<file path="src/rtl/text_anim_pkg.sv">
// Shared types and default geometry for the text overlay animation path.
// The overlay generator imports TARGET_Y and SCREEN_H from here as well.
package text_anim_pkg;

  typedef enum logic [2:0] {
    IDLE = 3'd0,
    FALL = 3'd1,
    HOLD = 3'd2,
    EXIT = 3'd3,
    GAP  = 3'd4
  } phase_e;

  localparam logic [9:0] START_Y   = 10'd0;
  localparam logic [9:0] TARGET_Y  = 10'd336;
  localparam logic [9:0] FALL_STEP = 10'd4;
  localparam logic [9:0] EXIT_STEP = 10'd8;
  localparam logic [9:0] SCREEN_H  = 10'd480;

  localparam int MAX_MSGS = 4;
  localparam int CNT_W    = 16;

  // Widened add so position compares cannot be fooled by 10-bit wrap.
  function automatic logic [10:0] add11(input logic [9:0] a, input logic [9:0] b);
    return {1'b0, a} + {1'b0, b};
  endfunction

endpackage

</file>
<file path="src/rtl/text_anim_ctrl_if.sv">
// Control/status bundle between the frame scheduler and its consumer.
// next_frame is a one-cycle strobe qualified by enable; there is no back-pressure.
interface text_anim_ctrl_if;

  logic       next_frame;
  logic       enable;
  logic       skip;
  logic [9:0] base_y;
  logic [1:0] msg_sel;
  logic       text_visible;
  logic [2:0] phase;
  logic       done;

  modport master (
    output next_frame, enable, skip,
    input  base_y, msg_sel, text_visible, phase, done
  );

  modport slave (
    input  next_frame, enable, skip,
    output base_y, msg_sel, text_visible, phase, done
  );

endinterface

</file>
<file path="src/rtl/text_anim_ctrl_frame_timer.sv">
// Frame-qualified counter shared by the HOLD and GAP phases.
// clr and inc only act on tick; tc flags count == limit-1.
module frame_timer
  import text_anim_pkg::*;
(
  input  logic             clk,
  input  logic             rst,
  input  logic             tick,
  input  logic             clr,
  input  logic             inc,
  input  logic [CNT_W-1:0] limit,
  output logic             tc
);

  logic [CNT_W-1:0] count;

  always_ff @(posedge clk or posedge rst) begin
    if (rst) begin
      count <= '0;
    end else if (tick) begin
      if (clr) begin
        count <= '0;
      end else if (inc) begin
        count <= count + 1'b1;
      end
    end
  end

  assign tc = (count == limit - 1'b1);

endmodule

</file>
<file path="src/rtl/text_anim_ctrl.sv">
// Frame-rate scheduler: fall-in / hold / exit / gap cycle for the overlay text.
// Define TEXT_ANIM_LOOP_EN to loop forever; otherwise the last message parks in HOLD with done=1.
module text_anim_ctrl #(
  parameter int         NUM_MSGS    = text_anim_pkg::MAX_MSGS,
  parameter logic [9:0] START_Y     = text_anim_pkg::START_Y,
  parameter logic [9:0] TARGET_Y    = text_anim_pkg::TARGET_Y,
  parameter logic [9:0] FALL_STEP   = text_anim_pkg::FALL_STEP,
  parameter logic [9:0] EXIT_STEP   = text_anim_pkg::EXIT_STEP,
  parameter logic [9:0] SCREEN_H    = text_anim_pkg::SCREEN_H,
  parameter int         HOLD_FRAMES = 120,
  parameter int         GAP_FRAMES  = 30
) (
  input logic             clk,
  input logic             rst,
  text_anim_ctrl_if.slave bus
);

  import text_anim_pkg::phase_e;
  import text_anim_pkg::IDLE;
  import text_anim_pkg::FALL;
  import text_anim_pkg::HOLD;
  import text_anim_pkg::EXIT;
  import text_anim_pkg::GAP;
  import text_anim_pkg::CNT_W;
  import text_anim_pkg::add11;

  phase_e     state;
  logic [9:0] base_y_q;
  logic [1:0] msg_q;
  logic       vis_q;
  logic       done_q;
  logic       skip_q;

  logic        step;
  logic        skip_ok;
  logic        skip_eff;
  logic        parked;
  logic        last_msg;
  logic [10:0] fall_sum;
  logic [10:0] exit_sum;
  logic        fall_hit;
  logic        exit_hit;
  logic        tm_clr;
  logic        tm_inc;
  logic        tm_tc;
  logic [CNT_W-1:0] tm_limit;

  assign step     = bus.next_frame & bus.enable;
  assign skip_ok  = (state == FALL) || (state == HOLD);
  // A skip arriving with the frame strobe counts on that same edge.
  assign skip_eff = skip_q | (bus.skip & skip_ok);
  assign last_msg = (msg_q == 2'(NUM_MSGS - 1));
  assign fall_sum = add11(base_y_q, FALL_STEP);
  assign exit_sum = add11(base_y_q, EXIT_STEP);
  assign fall_hit = (fall_sum >= {1'b0, TARGET_Y});
  assign exit_hit = (exit_sum >= {1'b0, SCREEN_H});

`ifdef TEXT_ANIM_LOOP_EN
  assign parked = 1'b0;
`else
  assign parked = done_q;
`endif

  assign tm_clr   = ((state == FALL) && !skip_eff && fall_hit) ||
                    ((state == EXIT) && exit_hit);
  assign tm_inc   = (state == GAP) || ((state == HOLD) && !parked);
  assign tm_limit = (state == GAP) ? CNT_W'(GAP_FRAMES) : CNT_W'(HOLD_FRAMES);

  frame_timer u_timer (
    .clk   (clk),
    .rst   (rst),
    .tick  (step),
    .clr   (tm_clr),
    .inc   (tm_inc),
    .limit (tm_limit),
    .tc    (tm_tc)
  );

  always_ff @(posedge clk or posedge rst) begin
    if (rst) begin
      state    <= IDLE;
      base_y_q <= START_Y;
      msg_q    <= 2'd0;
      vis_q    <= 1'b0;
      done_q   <= 1'b0;
      skip_q   <= 1'b0;
    end else if (bus.enable) begin
      if (step) begin
        skip_q <= 1'b0;
        case (state)
          IDLE: begin
            state    <= FALL;
            base_y_q <= START_Y;
            vis_q    <= 1'b1;
          end
          FALL: begin
            if (skip_eff) begin
              state    <= EXIT;
              base_y_q <= exit_hit ? SCREEN_H : exit_sum[9:0];
            end else if (fall_hit) begin
              state    <= HOLD;
              base_y_q <= TARGET_Y;
`ifndef TEXT_ANIM_LOOP_EN
              if (last_msg) done_q <= 1'b1;
`endif
            end else begin
              base_y_q <= fall_sum[9:0];
            end
          end
          HOLD: begin
            if (!parked && (tm_tc || skip_eff)) state <= EXIT;
          end
          EXIT: begin
            if (exit_hit) begin
              state    <= GAP;
              base_y_q <= SCREEN_H;
              vis_q    <= 1'b0;
            end else begin
              base_y_q <= exit_sum[9:0];
            end
          end
          GAP: begin
            if (tm_tc) begin
              state    <= FALL;
              msg_q    <= last_msg ? 2'd0 : msg_q + 2'd1;
              base_y_q <= START_Y;
              vis_q    <= 1'b1;
            end
          end
          default: state <= IDLE;
        endcase
      end else if (bus.skip) begin
        // Skip outside FALL/HOLD is dropped and clears any pending request.
        skip_q <= skip_ok;
      end
    end
  end

  assign bus.base_y       = base_y_q;
  assign bus.msg_sel      = msg_q;
  assign bus.text_visible = vis_q;
  assign bus.phase        = state;
  assign bus.done         = done_q;

endmodule

</file>
<file path="src/flat_wrapper.sv">
// flat-port wrapper written by rule: the top's interface ports become plain ports
module text_anim_ctrl_flat import text_anim_pkg::phase_e; import text_anim_pkg::IDLE; import text_anim_pkg::FALL; import text_anim_pkg::HOLD; import text_anim_pkg::EXIT; import text_anim_pkg::GAP; import text_anim_pkg::CNT_W; import text_anim_pkg::add11;
#(
  parameter int         NUM_MSGS    = text_anim_pkg::MAX_MSGS,
  parameter logic [9:0] START_Y     = text_anim_pkg::START_Y,
  parameter logic [9:0] TARGET_Y    = text_anim_pkg::TARGET_Y,
  parameter logic [9:0] FALL_STEP   = text_anim_pkg::FALL_STEP,
  parameter logic [9:0] EXIT_STEP   = text_anim_pkg::EXIT_STEP,
  parameter logic [9:0] SCREEN_H    = text_anim_pkg::SCREEN_H,
  parameter int         HOLD_FRAMES = 120,
  parameter int         GAP_FRAMES  = 30
)
  (clk, rst, bus_next_frame, bus_enable, bus_skip, bus_base_y, bus_msg_sel, bus_text_visible, bus_phase, bus_done);
  text_anim_ctrl_if bus_i ();
  input logic clk;
  input logic rst;
  input wire logic [$bits(bus_i.next_frame)-1:0] bus_next_frame;
  input wire logic [$bits(bus_i.enable)-1:0] bus_enable;
  input wire logic [$bits(bus_i.skip)-1:0] bus_skip;
  output wire logic [$bits(bus_i.base_y)-1:0] bus_base_y;
  output wire logic [$bits(bus_i.msg_sel)-1:0] bus_msg_sel;
  output wire logic [$bits(bus_i.text_visible)-1:0] bus_text_visible;
  output wire logic [$bits(bus_i.phase)-1:0] bus_phase;
  output wire logic [$bits(bus_i.done)-1:0] bus_done;
  assign bus_i.next_frame = bus_next_frame;
  assign bus_i.enable = bus_enable;
  assign bus_i.skip = bus_skip;
  assign bus_base_y = bus_i.base_y;
  assign bus_msg_sel = bus_i.msg_sel;
  assign bus_text_visible = bus_i.text_visible;
  assign bus_phase = bus_i.phase;
  assign bus_done = bus_i.done;
  text_anim_ctrl #(.NUM_MSGS(NUM_MSGS), .START_Y(START_Y), .TARGET_Y(TARGET_Y), .FALL_STEP(FALL_STEP), .EXIT_STEP(EXIT_STEP), .SCREEN_H(SCREEN_H), .HOLD_FRAMES(HOLD_FRAMES), .GAP_FRAMES(GAP_FRAMES)) u_core (.clk(clk), .rst(rst), .bus(bus_i));
endmodule
</file>
<file path="config.mk">
export PLATFORM = sky130hd
export DESIGN_NAME = text_anim_ctrl_flat
export DESIGN_NICKNAME = d
export VERILOG_FILES = /design/src/rtl/text_anim_pkg.sv /design/src/rtl/text_anim_ctrl_if.sv /design/src/rtl/text_anim_ctrl_frame_timer.sv /design/src/rtl/text_anim_ctrl.sv /design/src/flat_wrapper.sv
export SDC_FILE = /design/constraint.sdc
export NUM_CORES = 1
export LEC_CHECK = 0
export BUFFER_PORTS_ARGS = -buffer_cell sky130_fd_sc_hd__buf_4
export CORE_MARGIN = 2
export CORE_UTILIZATION = 35
export CTS_CLUSTER_DIAMETER = 60
export CTS_CLUSTER_SIZE = 24
export DETAILED_ROUTE_END_ITERATION = 10
export PLACE_DENSITY = 0.52
export RECOVER_POWER = 100
export SYNTH_ARGS = -nofsm -noshare
export SYNTH_HDL_FRONTEND = slang
export SYNTH_HIERARCHICAL = 1
export SYNTH_SLANG_ARGS = --single-unit
</file>
<file path="constraint.sdc">
create_clock -name clk -period 5.75 [get_ports clk]
set_clock_uncertainty 0.15 [all_clocks]
set_input_delay 0.575 -clock clk [delete_from_list [all_inputs] [get_ports clk]]
set_output_delay 0.575 -clock clk [all_outputs]
set_load 0.005 [all_outputs]
</file>
==> results of run 1 <==
layout by cell type, fill, tap and decap left out, drive strengths merged, types with 4 or more instances in the layout:
| cell type | n |
|---|---|
| a21oi | 12 |
| a31oi | 4 |
| and2 | 5 |
| and3 | 5 |
| clkbuf | 24 |
| conb | 51 |
| dfrtp | 34 |
| ha | 6 |
| inv | 16 |
| mux2 | 4 |
| nand2 | 23 |
| nand3 | 16 |
| nand3b | 4 |
| nand4 | 8 |
| nor2 | 31 |
| nor3 | 9 |
| nor3b | 4 |
| nor4 | 6 |
| o211ai | 7 |
| o21a | 4 |
| o21ai | 24 |
| o31ai | 4 |
| or3 | 7 |
| xnor2 | 15 |
| xor2 | 16 |
cell type report:
class,instances,share of cell area [%]
clock buffer,6,2.526
clock inverter,1,0.9185
inverter,16,1.837
multi-input combinational,312,60.20
sequential,34,26.02
tap,102,3.904
timing repair buffer,21,4.592
critical path: cells and delay by family, from the launching register on:
family                   cells  cell delay, ns
XOR/XNOR                     2            0.32
AO/OA/AOI/OAI                5            0.89
AND/OR/NAND/NOR              4            1.72
adder cells (fa/ha/maj)      1            0.22
flip-flops                   1            0.55
buffers and inverters        3            0.40
metal layers:
layer	vias up	routed length, um
li1	1268	-
met1	1131	3238
met2	22	2943
met3	2	156
met4	0	30
met5	-	0
final timing paths:
path,endpoint,start,cells after the start
setup / recovery,u_core/bus.base_y[0]$_DFFE_PP0P_,u_core/bus.phase[2]$_DFFE_PP0P_,15
hold / removal,u_core/u_timer/count[1]$_DFFE_PP0P_,rst,2
setup reg to reg,u_core/bus.base_y[0]$_DFFE_PP0P_,u_core/bus.phase[2]$_DFFE_PP0P_,15
hold reg to reg,u_core/bus.base_y[1]$_DFFE_PP0P_,u_core/bus.base_y[1]$_DFFE_PP0P_,1
max in group asynchronous,u_core/bus.base_y[6]$_DFFE_PP0P_,rst,2
min in group clk,u_core/bus.base_y[1]$_DFFE_PP0P_,u_core/bus.base_y[1]$_DFFE_PP0P_,1
state kept, by name, summed over array words and instances, names as in the netlist:
signal	flops
u_core/u_timer/count	16
u_core/bus.base_y	10
u_core/bus.phase	3
u_core/bus.msg_sel	2
u_core/bus.done	1
u_core/bus.text_visible	1
u_core/skip_q	1
kinds of logic after synthesis:
family                     Yosys count  share of synthesized area, %
AOI/OAI and AO/OA                   79                         19.65
adders and majority gates            6                         2.692
and+or+nand+nor                    138                         29.16
xor gates and xnor gates            31                         9.735
DFF                                 34                         30.51
muxes                                7                         2.692
other                                2                        0.2693
buffers and inverters               30                         5.293
per-stage QoR:
step / cell area, um^2 / power (W) / util [%] / cells / setup WS, ns
2_1_floorplan: 2973 / 0.0005665 / - / 376 / 2.265
3_3_place_gp: 3171 / 0.0006473 / 41.03 / 485 / 1.584
3_5_place_dp: 3171 / 0.0006487 / 41.03 / 485 / 1.348
4_1_cts: 3283 / 0.0008806 / 42.49 / 492 / 1.334
5_1_grt: 3269 / 0.0009309 / 42.31 / 492 / 0.9043
6_report: 3269 / 0.0008615 / 42.31 / 492 / 1.361
power breakdown:
group	switching, W	leakage [nW]	internal (W)	total [W]
Clock	0.0000842	0.0573	0.000139	0.000223
Combinational	0.000139	0.919	0.000131	0.000270
Sequential	0.0000947	0.453	0.000274	0.000368
==> metrics.md, run 1 <==
| Metric | Value |
|---|---|
| Status | completed |
| Dominant synthesized flop cell | dfrtp_1 |
| WS Path Type | reg -> reg |
| Period utilization | 76.33% |
| Post-Syn Instances | 327 |
| WHS | 0.2349 ns |
| Fraction of layout cells with a size suffix above 1 | 11.79% |
| Top-count cell post-synth | dfrtp_1 |
| RSZ-0062 raised after global routing | false |
| Clock-pin transition on the worst setup and hold timing paths | 0.07 ns |
| Initial Util | about 36% |
| DRC | 0 |
| Via count | 2423 |
| Tot GR Track Use | 15.70% |
| Slowest stage delay, CP | roughly 0.66 ns |
| Root Driver | clkbuf_8 |
| CP max FO | 14 |
| Ranking of synthesized cells by area | dfrtp_1 (31%), xor2_1 (5.0%), xnor2_1 (4.7%) |
| Pwr per Cell Area | 263.5 nW/um^2 |
| TritonRoute pass-1 iters | 4 |
| Ant diodes | 0 |
| Max H-tree Level | 2 |
| Peak Freq | 227.8 MHz |
| Placer Congestion | 0.8249 |
| Final setup TNS | 0 ns |
| Fin. Hold Viols | 0 |
| Grt met2 use | 25.36% |
| Global-route wire length before repair | 11030 um |
| Leak pwr | 1.430 nW |
| Area Growth Syn to Fin | 17.23% |
| Die W | 93.27 um |
| PortBufs | 21 |
| CTS tree | built |
| Synthesized area per cell | 8.529 um^2 |
| WL final | 6368 um |
| Fillcell total | 791 |
| Crit-path slowest cell | or3b_2 |
| Antenna violations before repair | 0 |
| Async SR Flop Fraction | 100.0% |
| Most used cell, CP | inv_1 |
| Multi-input gate area | 1968 um^2 |
| Post-CTS Setup Bufs | 0 |
| Sequential area share after synthesis | 30.51% |
| Sink Count | 34 |
| Busiest grt layer | met2 |
| Final setup viols | 0 |
| Min-Delay Path Class | in -> async |
| Met3 Use GR | around 2.7% |
| Clock Latency Late Sink | between 0.2 and 0.3 ns |
| Post-synth EDFFs | 0 |
| Worst Max-Slew Pin Slew | 1.152 ns |
| Max-slew headroom | 21.20% |
| Largest net degree at the start of global routing | 19 |
| Vias in the first global route | approximately 2400 |
| Synth Register Bits | 34 |
| Gr ovfl total | 0 |
| Seq. cell area | 850.8 um^2 |
| GR Util met1 | 22.03% |
| Post-synth top cells | dfrtp_1 (34), nor2_1 (31), nand2_1 (23), o21ai_0 (19) |
| Synth Warn # | 6 |
| Reg2Reg Setup Slack | 1.36 ns |
| CTS Hold Buffers Added | 0 |
| DR vias/cell | 4.925 |
| Slew Viols, Final | 0 |
| Mapped Area | 2789 um^2 |
| Element type at the critical path start | flop |
| Post-cts resize count | 0 |
| Die Y | 93.27 um |
| Post-synth cell types | 66 |
| Critical path arrival | 4.39 ns |
| Die area | 8698 um^2 |
| IR drop worst, VDD | 0.1232 mV |
| Layout net count | 401 |
| Dpl hpwl | 4905 um |
| Ports | 22 |
| Core area | 7727 um^2 |
| Critical path capture point type | flop |
| Leading area contributor after synthesis | dfrtp_1 |
| WL/cell | around 13 um |
| # rows | 32 |
| Worst EP required | 5.75 ns |
| Initial DRC count | around 130 |
| Clk buf depth | 2 |
| Yosys top cell area share | 30.51% |
| CTS Buf Count | 5 |
| Crit path time final | 4.389 ns |
| CP cell instances | or3b_2 -> inv_1 -> inv_1 -> ha_1 -> xor2_1 -> xnor2_1 -> a21oi_1 -> nor4_4 -> o211ai_1 -> nor4_1 -> inv_1 -> o21ai_0 -> nand3_1 -> a21oi_1 -> a21boi_0 |
| Number of max-cap violations | 0 |
| ANT nets after route | 0 |
(Power assumes the default switching activity.)
==> run 2: changes to the inputs <==
Clock period 5.75 ns to 4.3 ns, I/O delays scaled along.
==> run 2 against run 1 <==
Against the previous run: clock-buffer cell count unchanged; combinational power up 41%; first-iteration DRC count down 53%; routed wire length up 0.31%; critical endpoint unchanged; largest cell class unchanged.
==> metrics.md, run 2 (same netlist as run 1, synthesis figures left out) <==
| Metric | Value |
|---|---|
| Critical path arrival | 3.87 ns |
| Number of max-cap violations | 0 |
| Pwr per Cell Area | about 350 nW/um^2 |
| CTS Hold Buffers Added | 0 |
| Core area | 7727 um^2 |
| Fin. Hold Viols | 0 |
| WL/cell | 12.88 um |
| DP Cell Count | 489 |
| Clock Latency Late Sink | 0.28 ns |
| Tot GR Track Use | 15.62% |
| Min-Delay Path Class | in -> async |
| Fillcell total | 792 |
| Wire length on met3 | 178 um |
| Status | completed |
| Die area | 8698 um^2 |
| Antenna violations before repair | 0 |
| Largest net degree at the start of global routing | 19 |
| Clock-pin transition on the worst setup and hold timing paths | ~0.07 ns |
| Slew Viols, Final | 0 |
| WS Path Type | reg -> reg |
| Die W | ~93 um |
| Metal-1 WL | 3441 um |
| Critical path capture point type | flop |
| Vias in the first global route | 2235 |
| Root Driver | clkbuf_8 |
| Dpl ws | 0.3423 ns |
| Fin cells | between 400 and 500 |
| Post-CTS Setup Bufs | 0 |
| Element type at the critical path start | flop |
| Crit path time final | 3.864 ns |
| PortBufs | 21 |
| RSZ-0062 raised after global routing | false |
| Register with the most flip-flops | u_core/u_timer/count |
| ANT nets after route | 0 |
| Setup ws final | 0.4357 ns |
| CP delay by family, top | simple AND/OR/NAND/NOR gates |
| Largest register FFs | 16 |
| Ant diodes | 0 |
| Initial DRC count | just under 60 |
| Leak pwr | 1.445 nW |
| Worst Max-Slew Pin Slew | just over 0.7 ns |
| Dpl hpwl | 4819 um |
| Max H-tree Level | 2 |
| Routed met2 length | 2702 um |
| Initial Util | 36.09% |
| TritonRoute pass-1 iters | 4 |
| Layout net count | between 400 and 500 |
| Most used cell, CP | inv_1 |
| Reg power frac | 41.3% |
| Top sig layer | met4 |
| DR vias/cell | 4.925 |
| Max-slew headroom | between 50% and 60% |
| CTS Buf Count | 5 |
| CTS tree | built |
| Slowest stage delay, CP | ~0.51 ns |
| Most common library cell in the layout ignoring fill and taps | conb_1 |
| DRC | 0 |
| Switching Share | approximately 37% |
| Die Y | 93.27 um |
| CP cell instances | or3b_2 -> inv_1 -> inv_1 -> ha_1 -> xor2_1 -> xnor2_1 -> a21oi_1 -> nor4_4 -> o211ai_1 -> nor4_1 -> buf_4 -> inv_1 -> o21ai_0 -> nand3_1 -> a21oi_2 -> a21boi_0 |
| Multi-input gate area | just under 2000 um^2 |
| Worst EP required | 4.31 ns |
| Final setup viols | 0 |
| IR drop worst, VDD | ~0.25 mV |
| Area Growth Syn to Fin | 18.21% |
| CP max FO | 12 |
| Gr ovfl total | 0 |
| Global-route wire length before repair | 11010 um |
| Peak Freq | about 260 MHz |
| WL final | 6388 um |
| Most frequent cells in the layout | conb_1 (51), dfrtp_1 (34), nor2_1 (31) |
| Clk buf depth | 2 |
| Via count | 2443 |
| Placer Congestion | 0.8694 |
| Net load switching power | around 0.00043 W |
| Number of buffers and inverters on the critical path | 4 |
| Sink Count | 34 |
| Fraction of layout cells with a size suffix above 1 | 12.69% |
| Final setup TNS | 0 ns |
| Clock power share | 26.0% |
| Combinational power share | 32.7% |
| Ports | 22 |
| # rows | 32 |
| Internal power | 0.0007296 W |
| Seq. cell area | about 850 um^2 |
| Crit-path slowest cell | or3b_2 |
| Period utilization | 89.87% |
[run 2: path summary, 6_finish.rpt]
| check | start | end | slack, ns | depth (start not counted) |
|---|---|---|---|---|
| max | u_core/bus.phase[1]$_DFFE_PP0P_ | u_core/bus.base_y[0]$_DFFE_PP0P_ | 0.44 | 16 |
| min | rst | u_core/u_timer/count[0]$_DFFE_PP0P_ | 0.08 | 2 |
| max reg2reg | u_core/bus.phase[1]$_DFFE_PP0P_ | u_core/bus.base_y[0]$_DFFE_PP0P_ | 0.44 | 16 |
| min reg2reg | u_core/bus.done$_DFFE_PP0P_ | u_core/bus.done$_DFFE_PP0P_ | 0.37 | 1 |
| max in group asynchronous | rst | u_core/bus.base_y[4]$_DFFE_PP0P_ | 3.42 | 2 |
| min in group clk | bus_enable | u_core/skip_q$_DFFE_PP0P_ | 0.27 | 2 |
[run 2: stage by stage]
step | hold slack (ns) | total power (W) | utilization [%] | area (um^2)
finish | 0.08368 | 0.001164 | 42.67 | 3297
global route | 0.1423 | 0.001255 | 42.67 | 3297
CTS | 0.09633 | 0.001185 | 42.88 | 3313
detailed placement | 0.3549 | 0.0008733 | 41.42 | 3201
global placement | 0.3636 | 0.0008707 | 41.42 | 3201
floorplan | 0.1937 | 0.0007575 | - | 2973
[run 2: routing by layer]
metal / global-route usage, % / vias up
met4: 3.922 / 0
met3: 2.498 / 6
met2: 22.12 / 36
li1: - / 1282
met5: 0 / -
met1: 24.42 / 1119
[run 2: area by class of cell]
cell class              count  area share [%]
well taps                 102           3.871
multi-input cells         312           59.73
flip-flops and latches     34           25.81
clock buffers               6           2.505
repair buffers             25           5.351
inverters                  16           1.822
clock inverters             1          0.9108
[run 2: repair_timing]
action                                  4_1_cts  5_1_grt
hold endpoints to repair                      0        0
gates resized for setup                       0        1
endpoints found under the setup margin        0        1
[run 2: power groups by stage]
stage / registers, W / clock network (W) / logic [W]
6_report: 0.000481 / 0.000303 / 0.000381
5_1_grt: 0.000494 / 0.000329 / 0.000432
4_1_cts: 0.000481 / 0.000316 / 0.000388
3_5_place_dp: 0.000487 / 0 / 0.000386
3_3_place_gp: 0.000485 / 0 / 0.000386
2_1_floorplan: 0.000429 / 0 / 0.000329
